### src/rtl/if_pkg.sv
// if_pkg: shared fetch-stage types and encodings
package if_pkg;
    typedef enum logic {RUN, HALTED} fetch_state_t;
    localparam logic [3:0]  OPC_HALT  = 4'hF;
    localparam logic [15:0] NOP_INSTR = 16'h0000;
endpackage

### src/rtl/if_stage_unit_if_id_reg.sv
// if_id_reg: IF/ID pipeline register with hold, bubble and sync reset
module if_id_reg #(
    parameter logic [15:0] NOP_INSTR = 16'h0000
) (
    input  logic        clk,
    input  logic        rst,
    input  logic        hold,
    input  logic        bubble,
    input  logic [15:0] next_instr,
    input  logic [15:0] next_pc,
    input  logic        next_halt,
    output logic [15:0] instr,
    output logic [15:0] pc,
    output logic        valid,
    output logic        halt
);
    always_ff @(posedge clk) begin
        if (rst) begin
            instr <= NOP_INSTR;
            pc    <= 16'h0000;
            valid <= 1'b0;
            halt  <= 1'b0;
        end else if (!hold) begin
            instr <= bubble ? NOP_INSTR : next_instr;
            pc    <= bubble ? pc : next_pc;
            valid <= !bubble;
            halt  <= !bubble && next_halt;
        end
    end
endmodule

### src/rtl/if_stage_unit.sv
// if_stage_unit: PC, fetch FSM and IF/ID register feeding decode
module if_stage_unit #(
    parameter logic [15:0] RESET_PC  = 16'h0000,
    parameter logic [15:0] NOP_INSTR = if_pkg::NOP_INSTR,
    parameter logic [3:0]  HALT_OPC  = if_pkg::OPC_HALT
) (
    input  logic        clk,
    input  logic        rst,
    output logic [15:0] imem_addr,
    output logic        imem_req,
    input  logic [15:0] imem_data,
    input  logic        imem_rdy,
    input  logic        data_hazard,
    input  logic        pc_hazard,
    input  logic        redirect_valid,
    input  logic [15:0] redirect_target,
    output logic [15:0] if_id_instr,
    output logic [15:0] if_id_pc,
    output logic        if_id_valid,
    output logic        if_id_halt,
    output logic        pc_update,
    output logic        fetch_halted
);
    import if_pkg::*;

    fetch_state_t state, state_next;
    logic [15:0]  pc, pc_next, pc_inc;
    logic         hold, bubble, is_halt, advance;

    always_comb begin
        pc_inc     = pc + 16'd1;
        is_halt    = imem_data[15:12] == HALT_OPC;
        hold       = !redirect_valid && (state == HALTED || data_hazard);
        bubble     = redirect_valid || pc_hazard || !imem_rdy;
        // a HALT word is latched but the PC stays on it
        advance    = !hold && imem_rdy && (pc_hazard || !is_halt);
        pc_next    = redirect_valid ? redirect_target : advance ? pc_inc : pc;
        state_next = redirect_valid ? RUN
                   : (!hold && !pc_hazard && imem_rdy && is_halt) ? HALTED : state;
        imem_addr    = pc;
        imem_req     = state == RUN && !rst;
        fetch_halted = state == HALTED;
    end

    always_ff @(posedge clk) begin
        if (rst) begin
            pc        <= RESET_PC;
            state     <= RUN;
            pc_update <= 1'b0;
        end else begin
            pc        <= pc_next;
            state     <= state_next;
            pc_update <= redirect_valid;
        end
    end

    if_id_reg #(.NOP_INSTR(NOP_INSTR)) u_if_id (
        .clk        (clk),
        .rst        (rst),
        .hold       (hold),
        .bubble     (bubble),
        .next_instr (imem_data),
        .next_pc    (pc_inc),
        .next_halt  (is_halt),
        .instr      (if_id_instr),
        .pc         (if_id_pc),
        .valid      (if_id_valid),
        .halt       (if_id_halt)
    );
endmodule

### config.mk
export PLATFORM = sky130hd
export DESIGN_NAME = if_stage_unit
export DESIGN_NICKNAME = d
export VERILOG_FILES = /design/src/rtl/if_pkg.sv /design/src/rtl/if_stage_unit_if_id_reg.sv /design/src/rtl/if_stage_unit.sv
export SDC_FILE = /design/constraint.sdc
export NUM_CORES = 1
export LEC_CHECK = 0
export CAP_MARGIN = 10
export CORE_AREA = 10 10 92 94
export DETAILED_ROUTE_END_ITERATION = 10
export DIE_AREA = 0 0 102 104
export GPL_TIMING_DRIVEN = 0
export PLACE_DENSITY = 0.75
export SLEW_MARGIN = 40
export SYNTH_ARGS = -nofsm -noshare
export SYNTH_HDL_FRONTEND = slang
export SYNTH_HIERARCHICAL = 1
export SYNTH_SLANG_ARGS = --single-unit
### constraint.sdc
create_clock -name clk -period 1.85 [get_ports clk]
set_input_delay 0.37 -clock clk [delete_from_list [all_inputs] [get_ports clk]]
set_output_delay 0.37 -clock clk [all_outputs]
set_load 0.01 [all_outputs]
==> results of run 1 <==
-- worst register-to-register path, stage by stage (launching register included) --
cell and delay (ns):
dfxtp_2 0.35, buf_8 0.11, nand4_4 0.12, or4_4 0.61
xnor2_2 0.20, or3b_1 0.38, a21oi_2 0.11
-- power groups by stage --
stage	combinational, W	clock [W]	sequential (W)
2_1_floorplan	0.000186	0	0.00125
3_3_place_gp	0.000417	0	0.00123
3_5_place_dp	0.000421	0	0.00123
4_1_cts	0.000447	0.00108	0.00122
5_1_grt	0.000530	0.00113	0.00122
6_report	0.000495	0.00107	0.00121
-- kinds of logic after synthesis --
family | share of synthesized area [%]
AND/OR/NAND/NOR | 25.60
buffers and inverters | 7.019
adder cells (fa/ha/maj) | 0.4679
XOR/XNOR | 4.914
AO/OA/AOI/OAI | 23.07
flip-flops | 38.93
-- cells in the final DEF (no fill, tap or decap), drive strengths merged, types with 13 or more instances in the layout --
master / n
clkbuf: 13
or3b: 17
o21ai: 21
nand2: 23
clkdlybuf4s50: 80
dfxtp: 52
a21oi: 19
inv: 15
nand2b: 19
buf: 39
o22ai: 16
nor2: 13
-- routing by layer --
metal / part of all wire [%] / track usage, %
met5: 0 / 0
met4: 1.2 / 3.931
met3: 6.5 / 4.120
met2: 50 / 24.47
met1: 42 / 18.32
-- repair_timing --
| action | in CTS | in global routing |
|---|---|---|
| setup buffers | 2 | 20 |
| endpoints found under the setup margin | 50 | 41 |
| pin swaps | 5 | 15 |
| cloned | 0 | 1 |
| resized for setup | 47 | 28 |
-- sequential cells by signal, summed over array words and instances (netlist names) --
name,flops
u_if_id/valid,1
u_if_id/pc,16
imem_addr,16
u_if_id/halt,1
u_if_id/instr,16
fetch_halted,1
pc_update,1
-- final timing paths --
kind                 start                end  cells after the start
min reg2reg  u_if_id/valid      u_if_id/valid                      2
max reg2reg   imem_addr[7]     u_if_id/pc[12]                      6
min          imem_data[12]  u_if_id/instr[12]                      3
max           imem_addr[7]     u_if_id/pc[12]                      6
-- stage by stage --
step | std cells | power, W
global placement | 469 | 0.001650
CTS | 479 | 0.002744
detailed placement | 469 | 0.001656
global route | 500 | 0.002878
floorplan | 299 | 0.001431
finish | 500 | 0.002780
-- final cells by class --
type | instances | area [sq um] | area share [%]
Multi-Input combinational cell | 208 | 1582 | 36.95
Timing Repair Buffer | 113 | 1117 | 26.10
Sequential cell | 52 | 1074 | 25.08
Buffer | 24 | 192.7 | 4.502
Tap cell | 80 | 100.1 | 2.338
Clock inverter | 3 | 90.09 | 2.105
Clock buffer | 5 | 68.82 | 1.608
Inverter | 15 | 56.30 | 1.315
==> flow_metrics.env, run 1 <==
export IMPL_synth_area_leaders="dfxtp_1, or3b_1, o22ai_2"
export IMPL_run_status="finished with violations"
export IMPL_worst_slew_margin_rel_pct=67.25
export IMPL_synth_edf_count=0
export IMPL_post_cts_hold_buffer_count=0
export IMPL_synthCells=299
export IMPL_fin_nets=458
export IMPL_wire_length_of_the_first_global_routing_pass_um=12830
export IMPL_clock_latency_of_the_later_clocked_register_in_the_worst_skew_pair_ns=0.31
export IMPL_synthArstFlopShare_pct=0
export IMPL_powerDensity_nw_per_um2=649.6
export IMPL_p_switching_w=0.0006728
export IMPL_yosysSeqAreaShare_pct=38.93
export IMPL_grt_max_degree=17
export IMPL_timing_worst_slew_pin_value_ns=0.4892
export IMPL_timing_critical_path_to_type="flip-flop"
export IMPL_power_share_combinational_pct=17.8
export IMPL_timing_worst_setup_path_type="reg2reg"
export IMPL_clock_tree_buffer_depth=2
export IMPL_worst_path_largest_cell_delay_ns=0.61
export IMPL_drc=0
export IMPL_yosys_cell_count_top_type="dfxtp_1"
export IMPL_required_ns=2.09
export IMPL_intPower_w=0.002108
export IMPL_ir_worst_vdd_uv=364.7
export IMPL_drt_antenna_violating_nets=0
export IMPL_worst_setup_hold_path_clk_slew_ns=0.10
export IMPL_detail_route_wl_per_cell_um=17.82
export IMPL_timing_hold_violations_final=0
export IMPL_dpl_instance_area_sq_um=3685
export IMPL_critPathSlowestCell="or4_4"
export IMPL_chipHeight_um=104
export IMPL_cp_start_kind="flip-flop"
export IMPL_critical_path_top_delay_family="simple AND/OR/NAND/NOR gates"
export IMPL_maxCapViolCount=0
export IMPL_drt_first_iter_violations=195
export IMPL_crit_path_max_fanout=6
export IMPL_num_vias=2747
export IMPL_area_delta_synth_final_pct=60.08
export IMPL_max_freq_mhz=512.5
export IMPL_avgSynthCellArea_sq_um=8.943
export IMPL_vias_per_cell=5.494
export IMPL_floorplan_core_area_sq_um=6681
export IMPL_timing_final_setup_violations=4
export IMPL_cts_sinks=52
export IMPL_place_detailed_hpwl_um=6166
export IMPL_htree_levels=2
export IMPL_stdcell_area_sq_um=4280
export IMPL_tritoncts="done"
export IMPL_detailedRoute_firstPassIterationCount=4
export IMPL_power_share_sequential_pct=43.7
export IMPL_design_portCount=91
export IMPL_r2r_setup_slack_ns=-0.10
export IMPL_preCtsSetupSlack_ns=-0.9216
export IMPL_antenna_diode_count=0
export IMPL_floorplan_die_width_um=102
export IMPL_hold_ws_ns=0.3782
export IMPL_clk_network_pwr_share_pct=38.5
export IMPL_netSwitchingFraction_pct=24.20
export IMPL_final_min_clock_period_ns=1.951
export IMPL_finalMaxSlewViolations=0
export IMPL_design_die_area_sq_um=10610
export IMPL_synth_yosys_warnings=6
export IMPL_fin_tns_setup_ns=-0.1420
export IMPL_synth_top_cell_by_area="dfxtp_1"
export IMPL_synth_net_count=338
export IMPL_groute_usage_overall_pct=14.86
export IMPL_p_leak_nw=1.652
export IMPL_flip_flop_and_latch_count_after_synthesis=52
export IMPL_numCtsBuffers=5
export IMPL_core_rowCount=30
export IMPL_congestion_overflow_gr=0
export IMPL_final_min_period_over_clock_period_pct=105.5
export IMPL_cp_cell_sequence="buf_8 > nand4_4 > or4_4 > xnor2_2 > or3b_1 > a21oi_2"
export IMPL_layout_drive_gt1_share_pct=24.52
export IMPL_finalWeightedCongestion=0.8257
export IMPL_grt_setup_unrepaired="true"
export IMPL_most_frequent_cells_after_synthesis="dfxtp_1, nand2_1, o21ai_0"
export IMPL_synth_cell_area_sq_um=2674
export IMPL_fin_worst_skew_ns=0.01143
export IMPL_worst_path_buf_inv=1
export IMPL_synthDistinctLibCells=50
export IMPL_arrival_ns=2.20
export IMPL_synth_top_cell_area_share_pct=38.93
export IMPL_starting_density_of_the_core_pct=40.02
export IMPL_utilization_after_layout_pct=64.06
export IMPL_fill_cells=534
export IMPL_port_buffers=90
export IMPL_first_global_vias=2485
export IMPL_synth_top_flop_cell="dfxtp_1"
export IMPL_cts_root_buf="clkbuf_8"
export IMPL_wirelength_um=8911
export IMPL_final_critical_path_setup_slack_ns=-0.1012
export IMPL_antenna_found_initial=0
export IMPL_violations_in_the_final_reports="negative setup slack"
export IMPL_class_of_the_tightest_hold_or_removal_check="in2reg"
Note: power is estimated with default switching activity, not from simulation.
==> run 2: changes to the inputs <==
Settings changed: CORE_AREA 10 10 92 94 to 10 10 89 91, CTS_CLUSTER_DIAMETER set to 150, DIE_AREA 0 0 102 104 to 0 0 99 101, PLACE_DENSITY 0.75 to 0.77.
Clock period 1.85 ns to 2.03 ns, I/O delays scaled along.
==> flow_metrics.env, run 2 (synthesis results as in run 1) <==
export IMPL_run_status="complete, no violations"
export IMPL_fill_cells=532
export IMPL_layout_drive_gt1_share_pct=17.75
export IMPL_antenna_diode_count=0
export IMPL_port_buffers=90
export IMPL_met2RoutedLength_um=4023
export IMPL_detail_route_wl_per_cell_um=16.66
export IMPL_top_signal_layer_used="met4"
export IMPL_grt_max_degree=17
export IMPL_first_global_vias=2520
export IMPL_worst_slew_margin_rel_pct=70.26
export IMPL_layout_commonest_cell="clkdlybuf4s50_1"
export IMPL_design_portCount=91
export IMPL_p_leak_nw=1.401
export IMPL_worst_path_largest_cell_delay_ns=0.48
export IMPL_num_vias=2569
export IMPL_drt_first_iter_violations=85
export IMPL_area_delta_synth_final_pct=46.42
export IMPL_fin_nets=438
export IMPL_timing_worst_slew_pin_value_ns=0.4462
export IMPL_antenna_found_initial=0
export IMPL_powerDensity_nw_per_um2=536.3
export IMPL_starting_density_of_the_core_pct=43.09
export IMPL_required_ns=2.27
export IMPL_timing_hold_violations_final=0
export IMPL_utilization_after_layout_pct=63.10
export IMPL_class_of_the_tightest_hold_or_removal_check="reg2reg"
export IMPL_post_route_total_power_w=0.002100
export IMPL_congestion_overflow_gr=0
export IMPL_clock_tree_buffer_depth=2
export IMPL_timing_worst_setup_path_type="reg2reg"
export IMPL_design_die_area_sq_um=9999
export IMPL_grt_setup_unrepaired="true"
export IMPL_core_rowCount=29
export IMPL_crit_path_max_fanout=7
export IMPL_fin_worst_skew_ns=0.01036
export IMPL_cp_start_kind="flip-flop"
export IMPL_clock_latency_of_the_later_clocked_register_in_the_worst_skew_pair_ns=0.31
export IMPL_groute_usage_overall_pct=15.18
export IMPL_wirelength_um=7947
export IMPL_numCtsBuffers=5
export IMPL_dpl_instance_area_sq_um=3671
export IMPL_place_detailed_hpwl_um=6175
export IMPL_stdcell_area_sq_um=3915
export IMPL_hold_ws_ns=0.4702
export IMPL_floorplan_core_area_sq_um=6205
export IMPL_critPathSlowestCell="or4_4"
export IMPL_final_min_clock_period_ns=1.998
export IMPL_vias_per_cell=5.386
export IMPL_chipHeight_um=101
export IMPL_detailedRoute_firstPassIterationCount=4
export IMPL_finalMaxSlewViolations=0
export IMPL_cts_sinks=52
export IMPL_floorplan_die_width_um=99
export IMPL_finalWeightedCongestion=0.8776
export IMPL_tritoncts="done"
export IMPL_htree_levels=2
export IMPL_ir_worst_vdd_uv=324.4
export IMPL_worst_setup_hold_path_clk_slew_ns=0.10
export IMPL_timing_final_setup_violations=0
export IMPL_drt_met1_wl_um=3374
export IMPL_wl_met3_um=432
export IMPL_cp_cell_sequence="ha_4 > nand3_2 > or4_4 > xnor2_1 > or3b_1 > a21oi_2"
export IMPL_drc=0
export IMPL_final_min_period_over_clock_period_pct=98.44
export IMPL_drt_antenna_violating_nets=0
export IMPL_max_freq_mhz=500.4
export IMPL_arrival_ns=2.24
export IMPL_maxCapViolCount=0
export IMPL_layout_cells_most_common_list="clkdlybuf4s50_1, dfxtp_1, nand2_1, o21ai_0"
export IMPL_cts_root_buf="clkbuf_8"
export IMPL_timing_critical_path_to_type="flip-flop"
export IMPL_wire_length_of_the_first_global_routing_pass_um=12670
run 2: what timing repair did:
| action | 4_1_cts | 5_1_grt |
|---|---|---|
| pin swaps | 1 | 3 |
| gates resized for setup | 24 | 22 |
| setup endpoints to repair | 43 | 36 |
| buffers inserted | 1 | 2 |
| hold buffers | 0 | 0 |
run 2: layout make-up:
type	instances	area [sq um]	share of cell area [%]
multi-input combinational	208	1528	39.02
buffer	24	173.9	4.442
tap	77	96.34	2.461
sequential	52	1052	26.88
inverter	15	56.30	1.438
clock buffer	5	68.82	1.758
clock inverter	3	18.77	0.4794
timing repair buffer	93	920.9	23.52
run 2: report_power, final:
group	total (W)	switching (W)	internal, W	leakage (nW)
clock network	0.000583	0.000342	0.000241	0.0479
logic	0.000408	0.000185	0.000223	0.927
registers	0.00111	0.0000501	0.00106	0.427
total	0.00210	0.000577	0.00152	1.40
run 2: worst max-delay path, delay by kind of cell (launching register included):
kind                     cells  cell delay, ns
AND/OR/NAND/NOR              3            1.03
flip-flops                   1            0.41
XOR/XNOR                     1            0.19
adder cells (fa/ha/maj)      1            0.18
AO/OA/AOI/OAI                1            0.11
run 2: path summary, 6_finish.rpt:
| path | start | endpoint | slack (ns) | depth (start not counted) |
|---|---|---|---|---|
| worst min-delay path | u_if_id/valid | u_if_id/valid | 0.47 | 2 |
| worst max register to register | imem_addr[0] | u_if_id/pc[12] | 0.03 | 6 |
| worst max-delay path | imem_addr[0] | u_if_id/pc[12] | 0.03 | 6 |
| worst min register to register | u_if_id/valid | u_if_id/valid | 0.47 | 2 |
run 2: layer usage:
layer	track usage, %	vias to the layer above
met5	0	-
li1	-	1291
met3	3.498	10
met2	25.85	64
met4	5.072	0
met1	18.31	1204
run 2: per-stage QoR:
stage	std cells	setup WS, ns	TNS (ns)
finish	477	0.03176	0
global route	477	-0.04246	-0.1773
CTS	475	0.006092	0
detailed placement	466	-0.8895	-32.40
global placement	466	-0.8932	-32.29
floorplan	299	0.02209	0
